===== src/rtl/wb_ram_arbiter_pkg.sv =====
// Shared FSM encoding and width helper for the Wishbone RAM arbiter.
package wb_ram_arbiter_pkg;

  typedef enum logic [1:0] {
    ST_IDLE   = 2'd0,
    ST_ACCESS = 2'd1,
    ST_RWAIT  = 2'd2,
    ST_ACK    = 2'd3
  } state_e;

  // Wide enough for READ_LATENCY values up to 3.
  localparam int LAT_W = 2;

  function automatic int clog2_min1(input int n);
    int w;
    w = 0;
    for (int i = 0; i < 31; i++) begin
      if ((1 << i) < n) w = i + 1;
    end
    return (w < 1) ? 1 : w;
  endfunction

endpackage


===== src/rtl/wb_ram_arbiter_rr_picker.sv =====
// Combinational round-robin select: first requester strictly after last_i,
// wrapping modulo NUM_MASTERS. Holds no state.
module rr_picker
  import wb_ram_arbiter_pkg::*;
#(
  parameter int NUM_MASTERS = 4,
  parameter int GW          = 2
) (
  input  logic [NUM_MASTERS-1:0] req_i,
  input  logic [GW-1:0]          last_i,
  output logic                   valid_o,
  output logic [GW-1:0]          index_o
);

  logic [GW:0] pos;

  always_comb begin
    valid_o = 1'b0;
    index_o = '0;
    pos     = '0;
    for (int k = 1; k <= NUM_MASTERS; k++) begin
      pos = {1'b0, last_i} + (GW+1)'(k);
      if (pos >= (GW+1)'(NUM_MASTERS)) pos = pos - (GW+1)'(NUM_MASTERS);
      if (!valid_o && req_i[pos[GW-1:0]]) begin
        valid_o = 1'b1;
        index_o = pos[GW-1:0];
      end
    end
  end

endmodule


===== src/rtl/wb_ram_arbiter.sv =====
// Round-robin arbiter sharing one single-port Wishbone RAM between NUM_MASTERS
// requesters; one transfer per grant, read latency hidden behind the master ack.
//
//  state     | meaning
//  ST_IDLE   | no transfer; sample m_stb_i and pick next master
//  ST_ACCESS | strobe RAM with latched addr/data/we until s_ack_i
//  ST_RWAIT  | count down read latency, capture s_dat_i on last cycle
//  ST_ACK    | one-cycle ack to granted master, advance last grant
module wb_ram_arbiter
  import wb_ram_arbiter_pkg::*;
#(
  parameter int NUM_MASTERS  = 4,
  parameter int AW           = 8,
  parameter int DW           = 8,
  parameter int READ_LATENCY = 1,
  localparam int GW          = clog2_min1(NUM_MASTERS)
) (
  input  logic                      wb_clk_i,
  input  logic                      wb_rst_n_i,
  input  logic [NUM_MASTERS*AW-1:0] m_addr_i,
  input  logic [NUM_MASTERS*DW-1:0] m_dat_i,
  input  logic [NUM_MASTERS-1:0]    m_we_i,
  input  logic [NUM_MASTERS-1:0]    m_stb_i,
  output logic [NUM_MASTERS-1:0]    m_ack_o,
  output logic [DW-1:0]             m_dat_o,
  output logic [AW-1:0]             s_addr_o,
  output logic [DW-1:0]             s_dat_o,
  output logic                      s_we_o,
  output logic                      s_stb_o,
  input  logic [DW-1:0]             s_dat_i,
  input  logic                      s_ack_i,
  output logic [GW-1:0]             grant_o,
  output logic                      busy_o
);

  state_e          state_q, state_d;
  logic [GW-1:0]   grant_q, grant_d;
  logic [GW-1:0]   last_q, last_d;
  logic [AW-1:0]   addr_q, addr_d;
  logic [DW-1:0]   wdat_q, wdat_d;
  logic            we_q, we_d;
  logic [LAT_W-1:0] cnt_q, cnt_d;
  logic [DW-1:0]   rdat_q, rdat_d;
  logic            abort_q, abort_d;

  logic            pick_valid;
  logic [GW-1:0]   pick_idx;

  rr_picker #(
    .NUM_MASTERS(NUM_MASTERS),
    .GW         (GW)
  ) u_picker (
    .req_i  (m_stb_i),
    .last_i (last_q),
    .valid_o(pick_valid),
    .index_o(pick_idx)
  );

  always_ff @(posedge wb_clk_i or negedge wb_rst_n_i) begin
    if (!wb_rst_n_i) begin
      state_q <= ST_IDLE;
      grant_q <= '0;
      last_q  <= GW'(NUM_MASTERS - 1);
      addr_q  <= '0;
      wdat_q  <= '0;
      we_q    <= 1'b0;
      cnt_q   <= '0;
      rdat_q  <= '0;
      abort_q <= 1'b0;
    end else begin
      state_q <= state_d;
      grant_q <= grant_d;
      last_q  <= last_d;
      addr_q  <= addr_d;
      wdat_q  <= wdat_d;
      we_q    <= we_d;
      cnt_q   <= cnt_d;
      rdat_q  <= rdat_d;
      abort_q <= abort_d;
    end
  end

  always_comb begin
    state_d  = state_q;
    grant_d  = grant_q;
    last_d   = last_q;
    addr_d   = addr_q;
    wdat_d   = wdat_q;
    we_d     = we_q;
    cnt_d    = cnt_q;
    rdat_d   = rdat_q;
    abort_d  = abort_q;
    s_stb_o  = 1'b0;
    s_addr_o = '0;
    s_dat_o  = '0;
    s_we_o   = 1'b0;
    m_ack_o  = '0;
    case (state_q)
      ST_IDLE: begin
        if (pick_valid) begin
          grant_d = pick_idx;
          addr_d  = m_addr_i[int'(pick_idx)*AW +: AW];
          wdat_d  = m_dat_i[int'(pick_idx)*DW +: DW];
          we_d    = m_we_i[pick_idx];
          abort_d = 1'b0;
          state_d = ST_ACCESS;
        end
      end
      ST_ACCESS: begin
        s_stb_o  = 1'b1;
        s_addr_o = addr_q;
        s_dat_o  = wdat_q;
        s_we_o   = we_q;
        if (!m_stb_i[grant_q]) abort_d = 1'b1;
        if (s_ack_i) begin
          if (we_q) begin
            state_d = ST_ACK;
          end else begin
            cnt_d   = LAT_W'(READ_LATENCY);
            state_d = ST_RWAIT;
          end
        end
      end
      ST_RWAIT: begin
        if (!m_stb_i[grant_q]) abort_d = 1'b1;
        if (cnt_q == LAT_W'(1)) begin
          rdat_d  = s_dat_i;
          state_d = ST_ACK;
        end else begin
          cnt_d = cnt_q - 1'b1;
        end
      end
      ST_ACK: begin
        // A master that let go of stb mid-transfer gets no ack, but still
        // counts as served for fairness.
        m_ack_o[grant_q] = m_stb_i[grant_q] & ~abort_q;
        last_d           = grant_q;
        state_d          = ST_IDLE;
      end
      default: state_d = ST_IDLE;
    endcase
  end

  assign m_dat_o = rdat_q;
  assign grant_o = grant_q;
  assign busy_o  = (state_q != ST_IDLE);

endmodule

===== config.mk =====
export PLATFORM = sky130hd
export DESIGN_NAME = wb_ram_arbiter
export DESIGN_NICKNAME = d
export VERILOG_FILES = /design/src/rtl/wb_ram_arbiter_pkg.sv /design/src/rtl/wb_ram_arbiter_rr_picker.sv /design/src/rtl/wb_ram_arbiter.sv
export SDC_FILE = /design/constraint.sdc
export NUM_CORES = 1
export LEC_CHECK = 0
export ABC_AREA = 1
export CORE_ASPECT_RATIO = 1.25
export CORE_MARGIN = 2
export CORE_UTILIZATION = 38
export CTS_CLUSTER_SIZE = 16
export DETAILED_ROUTE_END_ITERATION = 7
export HOLD_SLACK_MARGIN = 0.1
export PLACE_DENSITY = 0.79
export REMOVE_ABC_BUFFERS = 1
export SYNTH_ARGS = -nofsm -noshare
export SYNTH_HDL_FRONTEND = slang
export SYNTH_HIERARCHICAL = 1
export SYNTH_SLANG_ARGS = --single-unit
export TNS_END_PERCENT = 5

===== constraint.sdc =====
create_clock -name wb_clk_i -period 1.8 [get_ports wb_clk_i]
set_input_delay 0.36 -clock wb_clk_i [delete_from_list [all_inputs] [get_ports wb_clk_i]]
set_output_delay 0.36 -clock wb_clk_i [all_outputs]
set_load 0.01 [all_outputs]

-- Yosys cells after proc, flatten, opt, wreduce, memory -nomap -nowiden
Index checks and enable logic that the tools add are counted.
- register bits: 34
- output and inout port bits: 33
- eq/ne operators: 10
- order comparisons: 11
- mux-type cells: 43
- bitwise logic cells: 3
- $add $sub $neg: 9
- reductions and logical operators: 17
- shifts and indexed selects: 2
- operators by type and width (cell ; number):
    32-bit by 6-bit variable part select with 8-bit output ; 2
    2-bit 2-to-1 mux ; 14
    2-bit by 3-bit less-than comparator with 1-bit output, second input constant ; 6
    1-bit 2-to-1 mux ; 16
    8-bit 2-to-1 mux ; 2
    1-bit binary-select mux with 2-bit select ; 6
    3-bit >= comparator, second input constant ; 4
    2-bit inequality test, second input constant ; 6
    2-bit by 1-bit subtractor with 2-bit output, second input constant ; 5
    2-bit one-hot mux with 4 select lines ; 1
    2-bit by 2-bit adder with 3-bit output, second input constant ; 2
    3-bit AND reduction ; 2
    2-bit nonzero test ; 3
    4-bit bitwise AND ; 1
    2-bit by 1-bit == test with 1-bit output, second input constant ; 2
    2-bit == test, second input constant ; 2
    1-bit logical AND ; 4
    4-bit 2-to-1 mux ; 1
    2-bit one-hot mux with 2 select lines ; 1
    2-bit AND reduction ; 2
    4-bit AND reduction ; 1
    2-bit by 1-bit adder with 3-bit output, second input constant ; 1
    2-bit by 3-bit adder with 3-bit output, second input constant ; 1
    1-bit logical NOT ; 3
    7 further kinds ; 7

-- Logic depth before layout (Yosys ltp)
Gate-level depths: netlist of the first run.
- word-level depth: 17
- gate-level depth with buffers: 17
- depth with buffers taken out: 14

-- Cells and area by module
The synthesis of the first run kept the hierarchy.
- modules (own cells, without submodules) (module ; sequential area each (µm²) ; area each (µm²) ; cells an instance ; instances):
    wb_ram_arbiter ; 853.3 ; 2273.4 ; 301 ; 1
    rr_picker ; 0.0 ; 290.3 ; 49 ; 1

-- Worst setup path after synthesis of the first run
No wires, ideal clock.
- path type: register to register
- start point: register last_q[0]
- end point: register addr_q[2]
- arrival time: 1835 ps
- cell stages (with the launch flop): 14
- slack: -166 ps
- clock period less this slack: 1966 ps
- cell sequence: dfstp_2 -> buf_6 -> nand2_1 -> nand2_4 -> nand2_4 -> nand2_4 -> nor2_1 -> a21oi_1 -> nand3_1 -> buf_6 -> buf_6 -> or2_1 -> o211ai_2 -> o211ai_2
- longest elaborated chain between the ends: 16
- RTL lines (what ; line ; text):
    start, declared ; wb_ram_arbiter.sv:38 ; logic [GW-1:0] last_q, last_d;
    start signal, assigned ; wb_ram_arbiter.sv:63 ; last_q <= GW'(NUM_MASTERS - 1);
    start signal, assigned ; wb_ram_arbiter.sv:73 ; last_q <= last_d;
    2-bit by 1-bit adder with 3-bit output ; wb_ram_arbiter_rr_picker.sv:22 ; pos = {1'b0, last_i} + (GW+1)'(k);
    3-bit >= comparator or 2-bit by 1-bit subtractor with 2-bit output (tied branches) ; wb_ram_arbiter_rr_picker.sv:23 ; if (pos >= (GW+1)'(NUM_MASTERS)) pos = pos - (GW+1)'(NUM_MASTERS);
    2-bit 2-to-1 mux ; wb_ram_arbiter_rr_picker.sv:23 ;
    1-bit binary-select mux with 2-bit select ; wb_ram_arbiter_rr_picker.sv:24 ; if (!valid_o && req_i[pos[GW-1:0]]) begin
    1-bit 2-to-1 mux (not written as such) ; wb_ram_arbiter_rr_picker.sv:24 ;
    1-bit 2-to-1 mux ; wb_ram_arbiter_rr_picker.sv:24 ;
    1-bit logical NOT ; wb_ram_arbiter_rr_picker.sv:24 ;
    1-bit logical AND ; wb_ram_arbiter_rr_picker.sv:24 ;
    1-bit 2-to-1 mux ; wb_ram_arbiter_rr_picker.sv:24 ;
    1-bit logical NOT ; wb_ram_arbiter_rr_picker.sv:24 ;
    1-bit logical AND ; wb_ram_arbiter_rr_picker.sv:24 ;
    1-bit 2-to-1 mux ; wb_ram_arbiter_rr_picker.sv:24 ;
    1-bit logical NOT ; wb_ram_arbiter_rr_picker.sv:24 ;
    1-bit logical AND ; wb_ram_arbiter_rr_picker.sv:24 ;
    2-bit 2-to-1 mux * ; wb_ram_arbiter_rr_picker.sv:24 ;
    net pick_idx[0] ; wb_ram_arbiter.sv:47 ; logic [GW-1:0] pick_idx;
    32-bit by 6-bit variable part select with 8-bit output * ; wb_ram_arbiter.sv:102 ; addr_d = m_addr_i[int'(pick_idx)*AW +: AW];
    end signal, assigned ; wb_ram_arbiter.sv:74 ; addr_q <= addr_d;
    end, declared ; wb_ram_arbiter.sv:39 ; logic [AW-1:0] addr_q, addr_d;
Mark *: on every way through the listed nets, which the timed path passes. The rest lies on a longest branch. The select of a mux whose other input is x is not followed.
A chain may end at the register's enable or synchronous reset.

-- Worst setup path after layout of the first run
- start point: register last_q[0]
- end point: register addr_q[5]
The elaborated chain is that of the path after synthesis.

==> reports/qor.txt, run 1 <==
number of vias per cell: 4.89
CTS max path bufs: 2
Hold Slack: 0.485 ns
commonest non-fill, non-tap cell in the layout: nand2_1
later-pin clock latency in the skew report: 0.28 ns
die width: 77.5 µm
I/O Buffers: 115
number of global-route vias before repair: 2,898
dpl ws: -0.613 ns
Post-Synthesis Cells: 350
register bit total from synthesis: 34
PnR worst setup slack: -0.489 ns
Ant. Diodes: 0
Overall Global Routing Usage: 0.208
Slew Limit Fails: 0
Crit. End Element: register
Layout Nets: 592
Required @ worst endpoint: 1.97 ns
Synth area leader: dfrtp_1
DRC Markers: 0
Syn. warnings: 6
core area: 0.00657 mm²
post-route insts no fill: 588
Hold EP: wdat_q[6]
wirelength, routed: 7800 µm
sequential area share after synthesis: 0.333
mapped cell area: 0.00256 mm²
first-pass GRT wire length: 12,400 µm
Worst R2R End: addr_q[5]
hold path depth: 2
drt first pass iters: 4
setup TNS: -8.54 ns
Yosys top cell area share: 0.312
wire per inst: 13.3 µm
total global routing overflow: 0
Vias: 2,875
R2R cell count: 16
Max-slew headroom: 0.712
Avg Cell Area, Syn: 7.32 µm²
CTS Buf Count: 5
Inst Count DP: 572
Die ar.: 0.00742 mm²
Max-Cap Viols: 0
final setup vio count: 22
CTS tree: built
Final Hold Violating Endpoints: 0
LEAKAGE: 2.14 nW
Fmax: 0.437 GHz
Peak VDD IR: 1.77 mV
height of the die: 95.8 µm
Worst-path clk slew: 0.07 ns
global routing's busiest layer: met2
htree depth: 2
Syn-to-layout area delta: 66.0%
clk root buf: clkbuf_8
RePlAce Congestion: 0.857
arrival time at the worst endpoint: 2.46 ns
Hold Path Class: reg2reg
M3 GR Usage: 0.0394
WS Path Type: reg2reg
synth top area cells: dfrtp_1 31%, nand2_1 16%, nor2_1 6.0%
global routing usage on met1: 0.215
CP Launch Point: last_q[0]
met2 GRT Util: 0.422
Final period util: 1.27
failing checks: negative setup slack
Std-Cell Rows: 33
HP Start: wdat_q[6]
Antenna Nets Post-Route: 0
crit path max fanout: 10
boundary pin count: 116
hpwl dp: 5900 µm
Cell variety after synth: 31
Final Skew: 0.00405 ns
TritonCTS Sinks: 34
largest net degree at the start of global routing: 19
critical path startpoint category: register
initial drt markers: 63
RSZ-0062 raised after global routing: true
outcome: finished, violations left
Starting Density: 0.391
PD cells: 2160 mW/mm²
layout cell share with drive strength beyond 1: 0.293
Min Clock Period, post-route: 2.29 ns
worst slew pin tran: 0.433 ns
R2R Setup Slk: -0.49 ns
reg2reg start: last_q[0]
most frequent cells in the layout: 98 x nand2_1, 87 x clkdlybuf4s50_1, 36 x inv_1
initial antenna violation count: 0
[synthesized netlist by cell type]
master and number:
o211ai_2 12, nand3b_1 1, inv_6 1, nor2_8 1
a22oi_1 1, dfrtp_1 32, nand2_4 6, nand3_1 7
o21ai_0 14, dfstp_2 2, a21oi_1 6, buf_4 1
ha_1 7, inv_2 3, o21a_1 1, mux2i_1 1
nor2_1 41, clkinv_4 1, or2_1 6, nor2_4 1
nand2_1 106, o211ai_1 7, o21ai_1 16, mux2_2 8
nor3_1 1, inv_1 38, nand4_1 4, buf_2 5
nand2_2 10, or2_2 3, buf_6 7
[report_power, final]
part / internal [mW] / switching, mW / leakage [nW]
sequential: 1.20 / 0.259 / 0.405
clock: 0.295 / 0.258 / 0.0431
combinational: 3.39 / 3.80 / 1.69
[worst max-delay path by stage]
stage	endpoint	slack (ns)
after floorplan	addr_q[0]	-0.95
after global placement	wdat_q[2]	-0.59
after detailed placement	addr_q[0]	-0.61
after CTS	addr_q[4]	-0.37
after global routing	wdat_q[3]	-0.62
final	addr_q[5]	-0.49
[critical path, stage by stage, from the launching register on]
cell and delay (ns):
dfstp_2 0.62, buf_4 0.14, nand2_2 0.06, nand2_4 0.09, nand2_4 0.06, nand2_4 0.08, nor2_1 0.05, a21oi_2 0.19
nand3_4 0.15, buf_12 0.17, buf_12 0.14, nor2_1 0.13, nor2_1 0.07, o21ai_1 0.07, nand2_1 0.06, nand2_1 0.05
nand2_1 0.04
[metal layers]
metal  share of wire  wire length [µm]  vias up
met5               0                 0        -
met4           0.020               157        0
met3           0.049               381       14
met2            0.55              4330       83
met1            0.38              2940     1366
li1                -                 -     1412
[cell type report]
class | instances | area (µm²)
repair buffers | 158 | 1470
inverters | 43 | 176
flip-flops and latches | 34 | 855
multi-input cells | 260 | 1570
clock buffers | 6 | 82.6
fillers | 550 | 2310
well taps | 87 | 109
[cell families after synthesis]
family                     synth area share
AOI/OAI and AO/OA                     0.155
adders and majority gates            0.0342
buffers and inverters                 0.110
DFF                                   0.333
muxes                                0.0390
and+or+nand+nor                       0.328
[what timing repair did]
action | CTS | global route
gates cloned | 1 | 0
setup buffers | 5 | 3
hold buffers | 1 | 0
endpoints found under the setup margin | 45 | 41
pin swaps | 8 | 11
gates resized for setup | 73 | 48
endpoints found under the hold margin | 17 | 0
[metrics by stage]
| stage | power (mW) | utilization | instance area, µm² |
|---|---|---|---|
| after floorplan | 4.76 | - | 2450 |
| after detailed placement | 7.68 | 0.610 | 4010 |
| after global placement | 7.49 | 0.610 | 4010 |
| after global routing | 9.99 | 0.648 | 4260 |
| after CTS | 8.87 | 0.641 | 4210 |
| final | 9.20 | 0.648 | 4260 |
[flip-flops by register name (all words and copies together), names as in the netlist, 2 cells and up]
register,cells
addr_q,8
m_dat_o,8
wdat_q,8
cnt_q,2
grant_o,2
last_q,2
state_q,2
No activity file was read; power rests on OpenSTA's default activity.
==> run 2: changes to the inputs <==
--- a/config.mk
+++ b/config.mk
@@ -6,7 +6,7 @@
 export NUM_CORES = 1
 export LEC_CHECK = 0
 export ABC_AREA = 1
-export CORE_ASPECT_RATIO = 1.25
+export CORE_ASPECT_RATIO = 0.9
 export CORE_MARGIN = 2
 export CORE_UTILIZATION = 38
 export CTS_CLUSTER_SIZE = 16
==> run 2 against run 1 <==
Against the previous run:
- sequential share of layout area increased by 0.67 points
- the flow still finishes with violations (negative setup slack)
- critical endpoint is now addr_q[1]
- largest power group unchanged
- combinational power fell by 16%
- first-iteration DRC count rose by 35%
- worst hold slack worse by 0.33 ns
- critical path type unchanged
- sequential power hardly changed
==> reports/qor.txt, run 2 (synthesis results as in run 1) <==
outcome: finished, violations left
failing checks: negative setup slack
initial drt markers: 85 (+35%)
reg2reg start: last_q[0]
R2R Setup Slk: -0.38 ns (+0.11 ns)
crit path max fanout: 33 (+23)
post-route insts no fill: 581 (-1.2%)
arrival time at the worst endpoint: 2.35 ns (-0.11 ns)
most frequent cells in the layout: 103 x nand2_1, 87 x clkdlybuf4s50_1, 41 x nor2_1
wirelength, routed: 7020 µm (-10%)
hpwl dp: 5460 µm (-7.5%)
CP Launch Point: last_q[0]
fin util: 0.629 (-0.0196)
Slew Limit Fails: 0 (unchanged)
global routing usage on met1: 0.232 (+0.0170)
Overall Global Routing Usage: 0.194 (-0.0138)
Die ar.: 0.00742 mm² (about the same)
final setup vio count: 23 (+4.5%)
total global routing overflow: 0 (unchanged)
clk root buf: clkbuf_8
Final Skew: 0.00422 ns (+0.000170 ns)
initial antenna violation count: 0 (unchanged)
Max-slew headroom: 0.487 (-0.225)
cts hold-fix bufs: 0 (-1)
Final period util: 1.21 (-0.0616)
CTS Buf Count: 5 (unchanged)
Layout Nets: 580 (-2.0%)
DRC Markers: 0 (unchanged)
RePlAce Congestion: 0.897 (+4.7%)
number of global-route vias before repair: 2,672 (-7.8%)
Starting Density: 0.391 (+0.000820)
Required @ worst endpoint: 1.97 ns (about the same)
CTS max path bufs: 2 (unchanged)
Ant. Diodes: 0 (unchanged)
Hold Path Class: in2async
Std-Cell Rows: 28 (-15%)
global routing's busiest layer: met2
Syn-to-layout area delta: 60.6%
Peak VDD IR: 1.24 mV (-30%)
Fmax: 0.459 GHz (+5.1%)
Final Hold Violating Endpoints: 0 (unchanged)
height of the die: 81.9 µm (-15%)
worst slew pin tran: 0.769 ns (+0.337 ns)
boundary pin count: 116 (unchanged)
LEAKAGE: 2.12 nW (-0.88%)
layout cell share with drive strength beyond 1: 0.232 (-0.0612)
Max-Cap Viols: 0 (unchanged)
cell family with most CP delay: simple AND/OR/NAND/NOR gates
die width: 90.6 µm (+17%)
Min Clock Period, post-route: 2.18 ns (-0.111 ns)
first-pass GRT wire length: 11,700 µm (-5.7%)
met2 GRT Util: 0.363 (-0.0590)
number of vias per cell: 4.66 (-4.7%)
Worst R2R End: addr_q[1]
WS Path Type: reg2reg
TritonCTS Sinks: 34 (unchanged)
number of stages on the worst setup path: 15 (-1)
drt first pass iters: 6 (+2)
CTS tree: built
crit path to: addr_q[1]
Buf/Inv on CP: 2 (-1)
PD cells: 2030 mW/mm² (-6.1%)
Vias: 2,706 (-5.9%)
Crit. End Element: register
CP cell instances: nand2_1 > nand2_4 > nand2_4 > nand2_4 > nor2_1 > a21oi_1 > nand3_2 > buf_12 > buf_4 > nor2_1 > nor2_1 > o21ai_1 > nand2_1 > nand2_1 > nand2_1
later-pin clock latency in the skew report: 0.28 ns (about the same)
largest net degree at the start of global routing: 35 (+16)
Worst-path clk slew: 0.07 ns (about the same)
htree depth: 2 (unchanged)
Slowest-stage cell, CP: dfstp_2
R2R cell count: 15 (-1)
RSZ-0062 raised after global routing: true
crit-path max cell delay: 0.64 ns (+0.02 ns)
commonest non-fill, non-tap cell in the layout: nand2_1
Antenna Nets Post-Route: 0 (unchanged)
core area: 0.00655 mm² (-0.21%)
Inst Count DP: 572 (unchanged)
# fillers: 593 (+7.8%)
I/O Buffers: 115 (unchanged)
wire per inst: 12.1 µm (-9.0%)
PnR worst setup slack: -0.378 ns (+0.111 ns)
critical path startpoint category: register
M3 GR Usage: 0.0367 (-0.00270)
crit-path most repeated cell: nand2_1
## run 2: worst register-to-register path: cells and delay by family, from the launching register on
kind	cells	cell delay [ns]
AND/OR/NAND/NOR	11	0.86
flip-flops	1	0.64
buffers and inverters	2	0.34
AO/OA/AOI/OAI	2	0.23
## run 2: through the flow
step	power [mW]	hold WS (ns)	area (µm²)	worst slack, ns	setup TNS (ns)
2_1_floorplan	4.76	0.0644	2450	-0.945	-16.59
3_3_place_gp	7.21	0.464	3960	-0.628	-13.93
3_5_place_dp	7.41	0.467	3960	-0.709	-15.30
4_1_cts	8.37	0.173	4120	-0.380	-7.46
5_1_grt	9.20	0.206	4120	-0.543	-10.20
6_report	8.36	0.152	4120	-0.378	-5.99
## run 2: cell type report
| type | instances | area, µm² | area share |
|---|---|---|---|
| multi-input combinational | 260 | 1480 | 0.359 |
| clock buffer | 5 | 68.8 | 0.0167 |
| timing repair buffer | 146 | 1360 | 0.330 |
| inverter | 43 | 176 | 0.0428 |
| sequential | 34 | 855 | 0.208 |
| clock inverter | 3 | 68.8 | 0.0167 |
| tap | 90 | 113 | 0.0273 |
## run 2: how the worst min path moves through the flow
stage | from | to | slack [ns] | cells past startpoint
3_5_place_dp | addr_q[0] | addr_q[0] | 0.47 | 2
2_1_floorplan | wb_rst_n_i | abort_q | 0.06 | 0
5_1_grt | wb_rst_n_i | m_dat_o[1] | 0.21 | 1
6_report | wb_rst_n_i | m_dat_o[6] | 0.15 | 1
3_3_place_gp | cnt_q[1] | cnt_q[1] | 0.46 | 2
4_1_cts | wb_rst_n_i | abort_q | 0.17 | 1
## run 2: repair_timing
action,in CTS,in global routing
pin swaps,2,2
hold endpoints to repair,0,0
setup endpoints to repair,45,45
gates resized for setup,66,23
buffers inserted,1,0
## run 2: power by group
part           internal, mW  switching [mW]  total [mW]
combinational          2.72            3.36        6.07
clock                 0.555           0.279       0.834
sequential             1.20           0.258        1.46
## run 2: routing by layer
layer | share of wire | vias up | wire, µm
met5 | 0 | - | 0
met4 | 0.0028 | 0 | 20
met3 | 0.052 | 2 | 366
met2 | 0.51 | 87 | 3610
met1 | 0.43 | 1224 | 3020
li1 | - | 1393 | -
==> run 3: changes to the inputs <==
--- a/config.mk
+++ b/config.mk
@@ -12,7 +12,7 @@
 export CTS_CLUSTER_SIZE = 16
 export DETAILED_ROUTE_END_ITERATION = 7
 export HOLD_SLACK_MARGIN = 0.1
-export PLACE_DENSITY = 0.79
+export PLACE_DENSITY_LB_ADDON = 0.12
 export REMOVE_ABC_BUFFERS = 1
 export SYNTH_ARGS = -nofsm -noshare
 export SYNTH_HDL_FRONTEND = slang
==> run 3 against run 2 <==
Against the previous run:
- worst hold slack gained 0.33 ns
- the run still ends with negative setup slack left
- count of clock-buffer cells in the layout grew 1
- utilization shrank 0.44 points
- fmax grew 1.8%
- setup slack gained 0.038 ns
==> reports/qor.txt, run 3 (synthesis results as in run 1) <==
boundary pin count: 116 (unchanged)
# fillers: 610 (+2.9%)
most frequent cells in the layout: 103 x nand2_1, 87 x clkdlybuf4s50_1, 39 x nor2_1
core area: 0.00655 mm² (unchanged)
Slew Limit Fails: 0 (unchanged)
Syn-to-layout area delta: 59.5%
wire per inst: 11.8 µm (-2.4%)
LEAKAGE: 2.10 nW (-1.0%)
Max-slew headroom: 0.667 (+0.179)
reg2reg start: last_q[0]
RePlAce Congestion: 0.841 (-6.2%)
Starting Density: 0.391 (unchanged)
clk root buf: clkbuf_8
Final period util: 1.19 (-0.0208)
Overall Global Routing Usage: 0.187 (-0.00682)
crit-path max cell delay: 0.63 ns (about the same)
first-pass GRT wire length: 11,200 µm (-4.5%)
Ant. Diodes: 0 (unchanged)
total global routing overflow: 0 (unchanged)
RSZ-0062 raised after global routing: true
PD cells: 2050 mW/mm² (+1.1%)
Peak VDD IR: 0.888 mV (-29%)
PnR worst setup slack: -0.341 ns (+0.0375 ns)
Max-Cap Viols: 0 (unchanged)
Crit. End Element: register
TritonCTS Sinks: 34 (unchanged)
worst slew pin tran: 0.500 ns (-0.269 ns)
initial drt markers: 88 (+3.5%)
failing checks: negative setup slack
die width: 90.6 µm (unchanged)
CTS tree: built
layout cell share with drive strength beyond 1: 0.259 (+0.0263)
Vias: 2,720 (+0.52%)
CTS max path bufs: 2 (unchanged)
HP Start: addr_q[6]
Reg area: 853 µm² (-0.15%)
Slowest-stage cell, CP: dfstp_2
Worst-path clk slew: 0.07 ns (about the same)
Final Skew: 0.0129 ns (+0.00873 ns)
CP cell instances: nand2_1 > nand2_4 > nand2_4 > nand2_4 > nor2_1 > a21oi_1 > nand3_2 > buf_12 > buf_4 > or2_1 > o211ai_2 > o211ai_2
critical path startpoint category: register
largest net degree at the start of global routing: 22 (-37%)
Min Clock Period, post-route: 2.14 ns (-0.0375 ns)
Worst R2R End: wdat_q[2]
Hold Path Class: reg2reg
WS Path Type: reg2reg
total power: 8.40 mW (+0.40%)
fin util: 0.624 (-0.00439)
final setup vio count: 23 (unchanged)
drt first pass iters: 6 (unchanged)
Inst Count DP: 578 (+1.0%)
hpwl dp: 5470 µm (+0.27%)
hold path depth: 2
Hold EP: addr_q[6]
Final Hold Violating Endpoints: 0 (unchanged)
initial antenna violation count: 0 (unchanged)
number of vias per cell: 4.62 (-0.85%)
height of the die: 81.9 µm (unchanged)
CTS Buf Count: 5 (unchanged)
htree depth: 2 (unchanged)
Die ar.: 0.00742 mm² (unchanged)
number of global-route vias before repair: 2,599 (-2.7%)
outcome: finished, violations left
Required @ worst endpoint: 1.97 ns (about the same)
Fmax: 0.467 GHz (+1.8%)
wirelength, routed: 6940 µm (-1.1%)
area of the multi-input gates: 0.00148 mm² (about the same)
arrival time at the worst endpoint: 2.31 ns (-0.04 ns)
setup TNS: -5.27 ns (+0.725 ns)
Layout Nets: 588 (+1.4%)
DRC Markers: 0 (unchanged)
later-pin clock latency in the skew report: 0.29 ns (about the same)
post-route insts no fill: 589 (+1.4%)
R2R cell count: 12 (-3)
Hold Slack: 0.480 ns (+0.327 ns)
I/O Buffers: 115 (unchanged)
Antenna Nets Post-Route: 0 (unchanged)
commonest non-fill, non-tap cell in the layout: nand2_1
crit path max fanout: 14 (-58%)
Std-Cell Rows: 28 (unchanged)
R2R Setup Slk: -0.34 ns (+0.04 ns)
crit-path most repeated cell: nand2_4
## run 3: cell types whose count changed in the layout (fill, tap and decap cells not counted), sizes merged
cell	before	now
dlygate4sd2	7	8
clkinv	2	3
dlymetal6s2s	3	0
bufinv	2	0
dlygate4sd3	0	1
clkbuf	8	20
buf	40	44
clkdlybuf4s15	6	0
## run 3: per-stage QoR
| step | area, µm² | worst slack (ns) |
|---|---|---|
| global placement | 4020 | -0.549 |
| CTS | 4100 | -0.327 |
| finish | 4090 | -0.341 |
| floorplan | 2450 | -0.945 |
| detailed placement | 4020 | -0.572 |
| global route | 4090 | -0.476 |
## run 3: repair_timing
item,CTS,global route
hold buffers,1,0
buffers inserted,0,2
endpoints found under the setup margin,45,43
gates resized for setup,52,39
endpoints found under the hold margin,17,0
pin swaps,0,1
## run 3: routing by layer
layer  wire length [µm]  track usage
met1               3120        0.226
met2               3350        0.337
met3                400       0.0532
met4                 63       0.0400
met5                  0            0
## run 3: report_power, final
group	leakage (nW)	internal (mW)	switching (mW)
Sequential	0.407	1.20	0.241
Combinational	1.64	3.01	3.39
Clock	0.0452	0.273	0.281
Total	2.10	4.48	3.91
## run 3: cell type report
class | instances | area share
Sequential cell | 34 | 0.209
Tap cell | 90 | 0.0275
Clock buffer | 6 | 0.0177
Timing Repair Buffer | 154 | 0.339
Clock inverter | 2 | 0.00337
Inverter | 43 | 0.0419
Multi-Input combinational cell | 260 | 0.362
## run 3: how the worst max path moves through the flow
stage	startpoint	to	depth (start not counted)
2_1_floorplan	last_q[0]	addr_q[0]	12
3_3_place_gp	m_stb_i[2]	addr_q[5]	16
3_5_place_dp	m_stb_i[2]	addr_q[5]	16
4_1_cts	last_q[0]	addr_q[6]	15
5_1_grt	last_q[0]	addr_q[5]	15
6_report	last_q[0]	wdat_q[2]	12
## run 3: worst max-delay path, delay by kind of cell (launching register included)
kind / cells / cell delay, ns
compound gates: 3 / 0.32
simple gates: 7 / 0.78
buf+inv: 2 / 0.30
flops: 1 / 0.63
